**src/rtl/keypad_code_lock.sv**
```systemverilog
// Binary keypad code lock: shifts in digits from debounced key pulses, checks them
// against CODE on ENTER, and drives a timed unlock or, after repeated failures, a timed lockout.
module keypad_code_lock #(
    parameter int                  CODE_LEN       = 4,
    parameter logic [CODE_LEN-1:0] CODE           = 4'b1011,
    parameter int                  MAX_FAIL       = 3,
    parameter int                  OPEN_CYCLES    = 50_000_000,
    parameter int                  LOCKOUT_CYCLES = 250_000_000
) (
    input  logic                               sysclk,
    input  logic                               reset,
    input  logic                               key0_p,
    input  logic                               key1_p,
    input  logic                               key2_p,
    output logic                               unlock,
    output logic                               err,
    output logic                               locked_out,
    output logic [$clog2(CODE_LEN+1)-1:0]      digit_cnt,
    output logic [$clog2(MAX_FAIL+1)-1:0]      fail_cnt
);

    localparam int CNT_W   = $clog2(CODE_LEN + 1);
    localparam int FAIL_W  = $clog2(MAX_FAIL + 1);
    localparam int TMR_MAX = (OPEN_CYCLES > LOCKOUT_CYCLES) ? OPEN_CYCLES : LOCKOUT_CYCLES;
    localparam int TMR_W   = ($clog2(TMR_MAX) > 0) ? $clog2(TMR_MAX) : 1;

    localparam logic [CNT_W-1:0]  CODE_LEN_C = CNT_W'(CODE_LEN);
    localparam logic [FAIL_W-1:0] MAX_FAIL_C = FAIL_W'(MAX_FAIL);
    localparam logic [TMR_W-1:0]  OPEN_LOAD  = TMR_W'(OPEN_CYCLES - 1);
    localparam logic [TMR_W-1:0]  LOCK_LOAD  = TMR_W'(LOCKOUT_CYCLES - 1);

    typedef enum logic [1:0] {
        ST_ENTRY,
        ST_CHECK,
        ST_OPEN,
        ST_LOCKOUT
    } state_e;

    state_e              state_q,      state_d;
    logic [CODE_LEN-1:0] shreg_q,      shreg_d;
    logic [CNT_W-1:0]    digit_cnt_q,  digit_cnt_d;
    logic [FAIL_W-1:0]   fail_cnt_q,   fail_cnt_d;
    logic [TMR_W-1:0]    tmr_q,        tmr_d;
    logic                unlock_q,     unlock_d;
    logic                err_q,        err_d;
    logic                locked_out_q, locked_out_d;

    logic key_valid;
    logic digit_key;
    logic enter_key;
    logic match;

    // Simultaneous pulses are ambiguous, so only a lone pulse counts as a key press.
    always_comb begin
        key_valid = $onehot({key0_p, key1_p, key2_p});
        digit_key = key_valid && (key0_p || key1_p);
        enter_key = key_valid && key2_p;
        match     = (digit_cnt_q == CODE_LEN_C) && (shreg_q == CODE);
    end

    // NOTE: every signal written here gets a default first, so no path can infer a latch.
    always_comb begin
        state_d     = state_q;
        shreg_d     = shreg_q;
        digit_cnt_d = digit_cnt_q;
        fail_cnt_d  = fail_cnt_q;
        tmr_d       = tmr_q;
        err_d       = 1'b0;

        case (state_q)
            ST_ENTRY: begin
                if (digit_key) begin
                    if (digit_cnt_q < CODE_LEN_C) begin
                        shreg_d     = CODE_LEN'({shreg_q, key1_p});
                        digit_cnt_d = digit_cnt_q + CNT_W'(1);
                    end
                end else if (enter_key) begin
                    state_d = ST_CHECK;
                end
            end

            ST_CHECK: begin
                shreg_d     = '0;
                digit_cnt_d = '0;
                if (match) begin
                    fail_cnt_d = '0;
                    tmr_d      = OPEN_LOAD;
                    state_d    = ST_OPEN;
                end else begin
                    err_d = 1'b1;
                    if (fail_cnt_q + FAIL_W'(1) == MAX_FAIL_C) begin
                        fail_cnt_d = MAX_FAIL_C;
                        tmr_d      = LOCK_LOAD;
                        state_d    = ST_LOCKOUT;
                    end else begin
                        fail_cnt_d = fail_cnt_q + FAIL_W'(1);
                        state_d    = ST_ENTRY;
                    end
                end
            end

            ST_OPEN: begin
                if (tmr_q == '0 || enter_key) begin
                    tmr_d   = '0;
                    state_d = ST_ENTRY;
                end else begin
                    tmr_d = tmr_q - TMR_W'(1);
                end
            end

            ST_LOCKOUT: begin
                if (tmr_q == '0) begin
                    fail_cnt_d = '0;
                    state_d    = ST_ENTRY;
                end else begin
                    tmr_d = tmr_q - TMR_W'(1);
                end
            end

            default: begin
                state_d = ST_ENTRY;
            end
        endcase

        // Outputs are registered from the next state so they line up with the state itself.
        unlock_d     = (state_d == ST_OPEN);
        locked_out_d = (state_d == ST_LOCKOUT);
    end

    // NOTE: sequential state uses non-blocking assignments so all flops update together.
    always_ff @(posedge sysclk) begin
        if (reset) begin
            state_q      <= ST_ENTRY;
            shreg_q      <= '0;
            digit_cnt_q  <= '0;
            fail_cnt_q   <= '0;
            tmr_q        <= '0;
            unlock_q     <= 1'b0;
            err_q        <= 1'b0;
            locked_out_q <= 1'b0;
        end else begin
            state_q      <= state_d;
            shreg_q      <= shreg_d;
            digit_cnt_q  <= digit_cnt_d;
            fail_cnt_q   <= fail_cnt_d;
            tmr_q        <= tmr_d;
            unlock_q     <= unlock_d;
            err_q        <= err_d;
            locked_out_q <= locked_out_d;
        end
    end

    assign unlock     = unlock_q;
    assign err        = err_q;
    assign locked_out = locked_out_q;
    assign digit_cnt  = digit_cnt_q;
    assign fail_cnt   = fail_cnt_q;

endmodule

```
**config.mk**
```make
export PLATFORM = sky130hd
export DESIGN_NAME = keypad_code_lock
export DESIGN_NICKNAME = d
export VERILOG_FILES = /design/src/rtl/keypad_code_lock.sv
export SDC_FILE = /design/constraint.sdc
export NUM_CORES = 1
export LEC_CHECK = 0
export ABC_CLOCK_PERIOD_IN_PS = 2700
export CAP_MARGIN = 20
export CORE_MARGIN = 5
export CORE_UTILIZATION = 30
export CTS_CLUSTER_DIAMETER = 100
export DETAILED_ROUTE_END_ITERATION = 6
export PLACE_DENSITY_LB_ADDON = 0.3
export SKIP_LAST_GASP = 1
export SLEW_MARGIN = 20
export SYNTH_ARGS = -nofsm -noshare
export SYNTH_HDL_FRONTEND = slang
export SYNTH_SLANG_ARGS = --single-unit
```
**constraint.sdc**
```tcl
create_clock -name sysclk -period 2.7 [get_ports sysclk]
set_input_delay 0.54 -clock sysclk [delete_from_list [all_inputs] [get_ports sysclk]]
set_output_delay 0.54 -clock sysclk [all_outputs]
set_load 0.03 [all_outputs]
```
-- After elaboration in Yosys (flattened, before gate mapping)
Cells that the tools add are included.
- register bits after elaboration: 42
- output and inout port bits: 8
- logic and storage cells: 66
- add/sub/neg operators: 5
- bitwise gates (word level): 1
- magnitude comparators: 1
- reductions and logical operators: 14
- equal/unequal tests: 14
- muxes and demuxes: 23
- operators with widths (kind ; count):
    $mux W28 ; 4
    $pmux W28 S3 ; 1
    $logic_not A28 Y1 ; 1
    $sub A28 B1 Y28 const B ; 1
    $mux W2 ; 9
    $eq A2 B2 Y1 const B ; 5
    $mux W4 ; 2
    $ne A2 B2 Y1 const B ; 4
    $pmux W2 S4 ; 1
    $pmux W4 S2 ; 1
    $mux W3 ; 2
    $pmux W3 S2 ; 1
    $reduce_and A3 Y1 ; 2
    $eq A2 B1 Y1 const B ; 2
    $eq A4 B4 Y1 const B ; 1
    $pmux W2 S2 ; 1
    $reduce_bool A2 Y1 ; 2
    $add A3 B1 Y3 const B ; 1
    $eq A3 B3 Y1 const B ; 1
    $logic_and A1 B1 Y1 ; 3
    $lt A3 B3 Y1 const B ; 1
    $ne A3 B3 Y1 const B ; 1
    $reduce_bool A3 Y1 ; 1
    $add A1 B1 Y2 ; 1
    8 further kinds ; 9

-- Longest topological paths before layout
Gate-level depths: netlist of run 1.
- word-level depth: 8
- gate-level depth with buffers: 10
- mapped depth without buffers: 7

-- Worst setup path after synthesis of run 1
Ideal clock, no wire load.
- path kind: input-to-reg
- start: input key0_p
- end: register tmr_q[14]
- stages: 8
- arrival: 2.250 ns
- setup slack: 0.316 ns
- data required time: 2.567 ns
- cells stage by stage: inv_1 > fa_1 > or4bb_1 > nand2_1 > a31o_2 > buf_2 > a2bb2oi_1 > o32ai_1
- word-level cells in the longest chain between the ends: 6
- ends and longest elaborated chain (item ; RTL line ; text):
    from (decl) ; 12 ; input logic key0_p,
    $add A2 B1 Y2 (implied by the code) ; 55 ; key_valid = $onehot({key0_p, key1_p, key2_p});
    $eq A2 B1 Y1 ; 55 ;
    $logic_and A1 B1 Y1 ; 57 ; enter_key = key_valid && key2_p;
    $logic_or A1 B1 Y1 ; 103 ; if (tmr_q == '0 || enter_key) begin
    $mux W28 ; 103 ;
    $pmux W28 S3 ; 70 ; case (state_q)
    to (signal assigned) ; 146 ; tmr_q <= tmr_d;
    to (decl) ; 43 ; logic [TMR_W-1:0] tmr_q, tmr_d;
No other way between the ends.
A chain may end at the register's enable or synchronous reset.

-- Final worst setup path of run 1
- start: input key0_p
- end: register tmr_q[26]
The elaborated chain is that of the path after synthesis.

==> flow_metrics.tcl, run 1 <==
set metrics [dict create \
    synth_seq_cells 42 \
    slew-limit-headroom_pct 44.0 \
    switching_share_pct 25.9 \
    cts_sinks 42 \
    drt_wl_total_mm 7.03 \
    p_clk_share_pct 38.2 \
    synth_compound_area_share_pct 26.7 \
    slew_violations 0 \
    worstSkewPairLatency_ps 300 \
    min_from "shreg_q[3]$_SDFFE_PP0P_" \
    clock-root-buffer "clkbuf_8" \
    async_flop_share_pct 0 \
    design.core.area_um2 8640 \
    period_needed_ps 2570 \
    synth_area_um2 2630 \
    yosysTopAreaCell "dfxtp_1" \
    ioPinCount 13 \
    fin_util_pct 35.6 \
    synth_xor_area_share_pct 0 \
    nets 345 \
    synth-edff-count 0 \
    p_switching_w 0.000304 \
    synth_nets 323 \
    final_hold_viol_count 0 \
    post_cts_buffers 0 \
    vias 2468 \
    die_width_um 104 \
    die_h_um 104 \
    clk_pin_slew_ps 90 \
    worst_slew_pin_slew_ps 838 \
    required_ps 2890 \
    synthSimpleGateAreaFrac_pct 27.4 \
    pwr-share-seq_pct 53.9 \
    fmax_mhz 389 \
    synth.distinct_cells 66 \
    first_pass_iters 4 \
    hpwl_mm 5.07 \
    cts_inserted_buffers 5 \
    final_cell_mix "dfxtp_1 (42), a21oi_1 (29), nand2_1 (24)" \
    p_int_w 0.000868 \
    first_global_vias 2349 \
    hold_ws_ps 456 \
    rsz0062_at_grt "false" \
    critPathCaptureType "register" \
    h-tree-depth 2 \
    status "finished, final reports clean" \
    synth_seq_area_share_pct 32.0 \
    synth_top_area_share_pct 32.0 \
    cp_max_fo 7 \
    total_power_w 0.00117 \
    synth_top_family_by_area "simple AND/OR/NAND/NOR gates" \
    drc 0 \
    synth_fa_ha_area_share_pct 3.14 \
    antenna_found_initial 0 \
    min_path_cells 2 \
    critPathLaunchType "primary input" \
    r2r_cells 8 \
    final_common_cell "dfxtp_1" \
    pwr-share-comb_pct 7.8 \
    hold_class "reg2reg" \
    antenna_left 0 \
    synthFlopType "dfxtp_1" \
    synthMuxAreaShare_pct 3.09 \
    wire_per_inst_um 15.9 \
    yosysWarnings 0 \
    antenna_cells 0 \
    whs_endpoint "shreg_q[3]$_SDFFE_PP0P_" \
    portBuffers 12 \
    cap_violations 0 \
    syn_avg_cell_area_um2 8.43 \
    dieArea_um2 10700 \
    reg2reg_from "tmr_q[0]$_SDFFE_PP0P_" \
    timing.rr.end "tmr_q[15]$_SDFFE_PP0P_" \
    fin_worst_skew_ps 5.13 \
    grt_max_degree 42 \
    gp_congestion 0.868 \
    grtUsageTotal_pct 13.3 \
    startpoint "key0_p" \
    syn_to_final_growth_pct 16.8 \
    cts_tree "built" \
    power_density_nw_per_um2 381 \
    period_share_pct 95.3 \
    arrival_ps 2760 \
    drt_iter0_drc 220 \
    initial_core_util_pct 30.5 \
    setup_violations 0 \
    grt_pass1_wl_mm 12.1 \
    synthCells 312 \
    cts_buffer_depth 2 \
    r2r_slack_ps 370 \
    critical_path_class "in2reg" \
    detail_route.vias_per_cell 5.57 \
    drive_gt1_share_pct 15.2 \
    synthTopCellsByArea "dfxtp_1 (32%), a21oi_1 (5.5%), nand2_1 (3.6%), nand3_1 (3.2%), a211oi_1 (3.1%)" \
    grt-ovfl-total 0 \
    core.rowCount 34 \
    p_leak_nw 1.12 \
    vdd_drop_max_mv 0.172 \
]
## worst max path at each step
stage / end
final: tmr_q[26]$_SDFFE_PP0P_
after global routing: tmr_q[14]$_SDFFE_PP0P_
after CTS: tmr_q[14]$_SDFFE_PP0P_
after detailed placement: tmr_q[14]$_SDFFE_PP0P_
after global placement: tmr_q[14]$_SDFFE_PP0P_
after floorplan: tmr_q[14]$_SDFFE_PP0P_
## power groups by stage
stage / registers, W / logic, W / clock network [W]
after global routing: 0.000633 / 0.000103 / 0.000482
after detailed placement: 0.000646 / 0.0000919 / 0
after global placement: 0.000647 / 0.0000904 / 0
after CTS: 0.000632 / 0.0000920 / 0.000455
after floorplan: 0.000652 / 0.0000513 / 0
final: 0.000632 / 0.0000917 / 0.000448
## critical path: stages
cell,delay (ps)
clkdlybuf4s50_1,470
inv_1,60
fa_1,480
or4bb_1,550
nand2_2,150
a31oi_4,80
buf_12,180
a22oi_1,150
o32ai_1,100
## metal layers
metal	global-route usage, %	wire [um]	up-vias
li1	-	-	1217
met1	19.3	3430	1185
met2	20.2	3200	61
met3	2.67	345	5
met4	3.05	51	0
met5	0	0	-
## through the flow
| stage | setup WS [ps] | setup TNS [ps] | area (um2) | std cells |
|---|---|---|---|---|
| 2_1_floorplan | 316 | 0 | 2630 | 312 |
| 3_3_place_gp | -226 | -5010 | 2960 | 435 |
| 3_5_place_dp | -270 | -5960 | 2960 | 435 |
| 4_1_cts | 64.9 | 0 | 3050 | 443 |
| 5_1_grt | 21.9 | 0 | 3070 | 443 |
| 6_report | 126 | 0 | 3070 | 443 |
## synthesized netlist by cell type, drive strengths merged, types with 4 or more instances
library cell  instances
a211oi               13
a21oi                30
a31oi                 8
and2                  5
and3                  4
buf                  10
clkbuf                8
dfxtp                42
ha                    5
inv                  22
mux2i                 7
nand2                25
nand2b                4
nand3                17
nor2                 16
nor3                 13
nor4                 11
o21ai                 6
o32ai                 4
or3                   6
or4                   5
## kinds of logic (layout without fill, tap and decap cells)
kind of cell | Yosys count | in the layout
simple gates | 119 | 119
mux | 8 | 8
fa+ha+maj | 6 | 6
buf+inv | 42 | 65
flops | 42 | 42
compound gates | 95 | 95
## cell type report
type,count,area [um2]
flip-flops and latches,42,841
fillers,918,5560
clock inverters,2,12.5
clock buffers,6,82.6
well taps,108,135
inverters,24,90.1
repair buffers,33,303
multi-input cells,228,1610
## sequential cells by signal, summed over array words and instances, names as in the netlist
| register | cells |
|---|---|
| err | 1 |
| locked_out | 1 |
| tmr_q | 28 |
| digit_cnt | 3 |
| unlock | 1 |
| shreg_q | 4 |
| fail_cnt | 2 |
| state_q | 2 |
## repair_timing
item                                    CTS  global route
hold buffers                              0             0
resized for setup                         0             3
endpoints found under the setup margin    0            10
Note: power is estimated with default switching activity, not from simulation.
==> inputs of run 2 (changes only) <==
- ABC_CLOCK_PERIOD_IN_PS: 2700 -> 3160
- clock period: 2.7 -> 3.16 ns (I/O delays scaled with it)
==> run 2 against run 1 <==
  * Core utilization shrank 0.48 points
  * Clock skew grew 3.7 ps
  * Via count shrank 0.89%
  * Global-route usage shrank 0.068 points
  * Routed wire length is essentially flat
  * Register-to-register slack gained 220 ps
  * Critical path depth shrank 1
  * Die area is the same
  * First-iteration DRC count shrank 21%
  * Cell area shrank 1.3%
  * Worst hold slack is essentially flat
  * Sequential power shrank 15%
  * Critical path type unchanged
==> flow_metrics.tcl, run 2 (synthesis results as in run 1) <==
set metrics [dict create \
    dieArea_um2 10700 \
    cts_sinks 42 \
    clock-root-buffer "clkbuf_8" \
    pre_cts_ws_ps -43.5 \
    rsz0062_at_grt "false" \
    first_global_vias 2356 \
    die_h_um 104 \
    period_share_pct 92.0 \
    clk_pin_slew_ps 90 \
    r2r_cells 7 \
    grt-ovfl-total 0 \
    min_path_cells 2 \
    fmax_mhz 344 \
    largest_reg_flops 28 \
    antenna_left 0 \
    grtUsageTotal_pct 13.2 \
    portBuffers 12 \
    hpwl_mm 4.94 \
    antenna_cells 0 \
    initial_core_util_pct 30.5 \
    cap_violations 0 \
    ff_latch_area_um2 841 \
    total_power_w 0.00116 \
    fillers 904 \
    pwr-share-seq_pct 46.5 \
    switching_share_pct 22.3 \
    vias 2446 \
    period_needed_ps 2910 \
    timing.rr.end "tmr_q[21]$_SDFFE_PP0P_" \
    crit_chain "clkdlybuf4s50_1 > inv_1 > fa_1 > or4bb_1 > nand2_1 > a31oi_4 > o21ai_0 > a211oi_1" \
    p_leak_nw 1.10 \
    p_clk_share_pct 46.7 \
    critical_path_class "in2reg" \
    pwr-share-comb_pct 6.8 \
    status "finished, final reports clean" \
    worstSkewPairLatency_ps 300 \
    drt_iter0_drc 173 \
    hold_class "reg2reg" \
    detail_route.vias_per_cell 5.61 \
    p_switching_w 0.000258 \
    arrival_ps 3110 \
    slew_violations 0 \
    cts_resized 0 \
    min_from "shreg_q[3]$_SDFFE_PP0P_" \
    cts_tree "built" \
    ioPinCount 13 \
    cts_buffer_depth 2 \
    core.rowCount 34 \
    setup_slack_ps 253 \
    final_area_um2 3030 \
    r2r_slack_ps 590 \
    fin_worst_skew_ps 8.81 \
    wire_per_inst_um 16.1 \
    cts_hold_buf 0 \
    syn_to_final_growth_pct 15.2 \
    first_pass_iters 4 \
    final_cell_mix "dfxtp_1 (42), a21oi_1 (29), nand2_1 (25)" \
    h-tree-depth 2 \
    placed_cell_area_um2 2890 \
    die_width_um 104 \
    drc 0 \
    drt_wl_total_mm 7.03 \
    required_ps 3370 \
    reg2reg_from "tmr_q[0]$_SDFFE_PP0P_" \
    grt_pass1_wl_mm 11.9 \
    design.core.area_um2 8640 \
    antenna_found_initial 0 \
    worst_slew_pin_slew_ps 1110 \
    p_int_w 0.000903 \
    slew-limit-headroom_pct 25.6 \
    critPathCaptureType "register" \
    whs_endpoint "shreg_q[3]$_SDFFE_PP0P_" \
    final_common_cell "dfxtp_1" \
    power_density_nw_per_um2 383 \
    setup_violations 0 \
    grt_max_degree 24 \
    critical-path-max-stage-delay_ps 620 \
    cp_max_fo 23 \
    regMostFlops "tmr_q" \
    cts_inserted_buffers 5 \
    gp_congestion 0.809 \
    hold_ws_ps 457 \
    critPathLaunchType "primary input" \
    post_cts_buffers 0 \
    vdd_drop_max_mv 0.218 \
    nets 338 \
    final_hold_viol_count 0 \
    slowest_stage "a31oi_4" \
    drive_gt1_share_pct 13.1 \
    multi_input_area_um2 1600 \
]
run 2: changes by cell type in the layout (fill, tap and decap cells not counted):
cell        before  now
nand2_2          1    0
buf_12           2    0
bufinv_16        0    2
a31o_2           0    1
buf_4           19   14
clkinvlp_4       1    0
clkinv_2         1    0
nand2_1         24   25
a31o_4           1    0
run 2: metrics by stage:
| stage | util, % | TNS [ps] | instances |
|---|---|---|---|
| after detailed placement | 33.5 | -147 | 428 |
| after global routing | 35.1 | 0 | 436 |
| after CTS | 35.1 | 0 | 436 |
| after floorplan | - | 0 | 312 |
| after global placement | 33.4 | -4230 | 428 |
| final | 35.1 | 0 | 436 |
run 2: worst max path at each step:
stage	cells after the start	end	from	slack (ps)
4_1_cts	8	tmr_q[22]$_SDFFE_PP0P_	key0_p	290
3_5_place_dp	8	tmr_q[22]$_SDFFE_PP0P_	key0_p	-40
5_1_grt	8	tmr_q[22]$_SDFFE_PP0P_	key0_p	90
3_3_place_gp	8	tmr_q[16]$_SDFFE_PP0P_	key0_p	-290
2_1_floorplan	8	tmr_q[14]$_SDFFE_PP0P_	key0_p	680
6_report	8	tmr_q[22]$_SDFFE_PP0P_	key0_p	250
run 2: layout make-up:
type,count,share of cell area (%)
multi-input cells,228,52.7
well taps,108,4.46
clock inverters,2,1.98
clock buffers,6,2.72
repair buffers,26,7.43
inverters,24,2.97
flip-flops and latches,42,27.7
run 2: worst max-delay path, delay by kind of cell:
family	cells	cell delay [ps]
AO/OA/AOI/OAI	3	1120
adder cells (fa/ha/maj)	1	560
buffers and inverters	2	540
AND/OR/NAND/NOR	2	240
run 2: layer usage:
layer / global-route usage [%] / up-vias / wire, um
li1: - / 1204 / -
met1: 18.6 / 1172 / 3460
met2: 20.4 / 63 / 3180
met3: 2.74 / 7 / 322
met4: 3.61 / 0 / 70
met5: 0 / - / 0
run 2: power groups by stage:
stage          Clock, W  Sequential, W  Combinational, W
6_report       0.000542       0.000540         0.0000788
5_1_grt        0.000571       0.000541         0.0000875
4_1_cts        0.000554       0.000540         0.0000798
3_5_place_dp          0       0.000552         0.0000793
3_3_place_gp          0       0.000552         0.0000767
2_1_floorplan         0       0.000557         0.0000438
==> inputs of run 3 (changes only) <==
- ABC_CLOCK_PERIOD_IN_PS: 3160 -> 2470
- clock period: 3.16 -> 2.47 ns (I/O delays scaled with it)
==> run 3 against run 2 <==
  * Cell area grew 5.9%
  * Register-to-register slack lost 440 ps
  * Core utilization grew 2.1 points
  * Sequential power grew 28%
  * Setup slack lost 98 ps
  * Routed wire length grew 1.5%
==> flow_metrics.tcl, run 3 (synthesis results as in run 1) <==
set metrics [dict create \
    antenna_found_initial 0 \
    clock-root-buffer "clkbuf_8" \
    grt_pass1_wl_mm 11.6 \
    fmax_mhz 432 \
    grt-busiest-layer "met2" \
    met3_usage_pct 3.42 \
    worst_slew_pin_slew_ps 681 \
    critical-path-top-delay-family "simple AND/OR/NAND/NOR gates" \
    nets 356 \
    design.core.area_um2 8640 \
    ioPinCount 13 \
    grt_use_met2_pct 19.1 \
    clk_pin_slew_ps 80 \
    critical_path_class "reg2reg" \
    first_pass_iters 4 \
    worstSkewPairLatency_ps 310 \
    status "finished, final reports clean" \
    multi_input_area_um2 1650 \
    final_hold_viol_count 0 \
    rsz0062_at_grt "false" \
    final_cell_mix "dfxtp_1 (42), buf_4 (28), a21oi_1 (26)" \
    slew-limit-headroom_pct 54.4 \
    power_density_nw_per_um2 398 \
    cts_tree "built" \
    slew_violations 0 \
    ff_latch_area_um2 841 \
    fillers 883 \
    critPathCaptureType "register" \
    portBuffers 12 \
    hold_ws_ps 462 \
    slowest_stage "o31ai_4" \
    drt_iter0_drc 149 \
    die_h_um 104 \
    drive_gt1_share_pct 20.5 \
    hold_class "reg2reg" \
    vdd_drop_max_mv 0.250 \
    syn_to_final_growth_pct 22.1 \
    timing.rr.end "tmr_q[10]$_SDFFE_PP0P_" \
    die_width_um 104 \
    wire_per_inst_um 15.7 \
    critical-path-max-stage-delay_ps 390 \
    final_common_cell "dfxtp_1" \
    startpoint "tmr_q[0]$_SDFFE_PP0P_" \
    cp.depth 8 \
    vias 2488 \
    critPathLaunchType "register" \
    setup_violations 0 \
    grtUsageTotal_pct 13.0 \
    fin_util_pct 37.2 \
    r2r_cells 8 \
    antenna_left 0 \
    regMostFlops "tmr_q" \
    antenna_cells 0 \
    cts_buffer_depth 2 \
    p_leak_nw 1.20 \
    crit_chain "inv_1 > ha_1 > nor4b_1 > nand3_1 > o31ai_4 > buf_4 > nand2_1 > a311oi_1" \
    drc 0 \
    grt_max_degree 22 \
    grt-ovfl-total 0 \
    largest_reg_flops 28 \
    dieArea_um2 10700 \
    finalSetupTns_ps 0 \
    core.rowCount 34 \
    cap_violations 0 \
    drt_wl_total_mm 7.13 \
    cp_max_fo 6 \
    period_share_pct 93.7 \
    h-tree-depth 2 \
    initial_core_util_pct 30.5 \
    hpwl_mm 5.27 \
    detail_route.vias_per_cell 5.48 \
    grtUsageMet1_pct 18.5 \
    cts_sinks 42 \
    first_global_vias 2312 \
    reg2reg_from "tmr_q[0]$_SDFFE_PP0P_" \
    arrival_ps 2540 \
    r2r_slack_ps 150 \
    fin_worst_skew_ps 7.64 \
    critical_path_buf_inv_count 2 \
    critPathCapture "tmr_q[10]$_SDFFE_PP0P_" \
    required_ps 2690 \
    cts_inserted_buffers 5 \
    gp_congestion 0.865 \
    period_needed_ps 2320 \
    total_power_w 0.00128 \
]
-- run 3: power breakdown --
part           switching (W)  leakage, nW  internal, W  total [W]
Combinational      0.0000627        0.818    0.0000419   0.000105
Sequential        0.00000651        0.339     0.000683   0.000690
Clock               0.000257       0.0482     0.000226   0.000483
Total               0.000326         1.20     0.000951    0.00128
-- run 3: layer usage --
metal  part of all wire, %  vias up  wire length (um)
met5                     0        -                 0
met4                   1.8        0               125
met3                   4.7       11               332
met2                    45       55              3220
met1                    48     1189              3460
li1                      -     1233                 -
-- run 3: cell type report --
type                            count  area share [%]
Clock buffer                        7            2.69
Clock inverter                      1           0.156
Sequential cell                    42            26.2
Tap cell                          108            4.21
Inverter                           24            2.80
Multi-Input combinational cell    228            51.5
Timing Repair Buffer               44            12.5
-- run 3: worst min-delay path by stage --
| stage | startpoint | end | slack (ps) | depth (start not counted) |
|---|---|---|---|---|
| 5_1_grt | shreg_q[3]$_SDFFE_PP0P_ | shreg_q[3]$_SDFFE_PP0P_ | 490 | 2 |
| 4_1_cts | shreg_q[3]$_SDFFE_PP0P_ | shreg_q[3]$_SDFFE_PP0P_ | 460 | 2 |
| 3_3_place_gp | shreg_q[3]$_SDFFE_PP0P_ | shreg_q[3]$_SDFFE_PP0P_ | 450 | 2 |
| 6_report | shreg_q[3]$_SDFFE_PP0P_ | shreg_q[3]$_SDFFE_PP0P_ | 460 | 2 |
| 2_1_floorplan | shreg_q[3]$_SDFFE_PP0P_ | shreg_q[3]$_SDFFE_PP0P_ | 430 | 2 |
| 3_5_place_dp | shreg_q[3]$_SDFFE_PP0P_ | shreg_q[3]$_SDFFE_PP0P_ | 450 | 2 |
-- run 3: worst reg2reg max path, delay by kind of cell, from the launching register on --
family / cells / cell delay [ps]
simple gates: 3 / 760
buf+inv: 2 / 320
flops: 1 / 340
fa+ha+maj: 1 / 150
compound gates: 2 / 660
-- run 3: what timing repair did --
action | 4_1_cts | 5_1_grt
endpoints found under the hold margin | 0 | 0
buffers inserted | 0 | 3
setup endpoints to repair | 24 | 25
pin swaps | 2 | 5
hold buffers | 0 | 0
gates resized for setup | 5 | 13
-- run 3: per-stage QoR --
stage | setup slack [ps] | cells | cell area [um2]
after floorplan | 132 | 312 | 2630
after global placement | -411 | 443 | 3020
after detailed placement | -443 | 443 | 3020
after CTS | -2.01 | 451 | 3140
after global routing | 45.8 | 454 | 3210
final | 155 | 454 | 3210
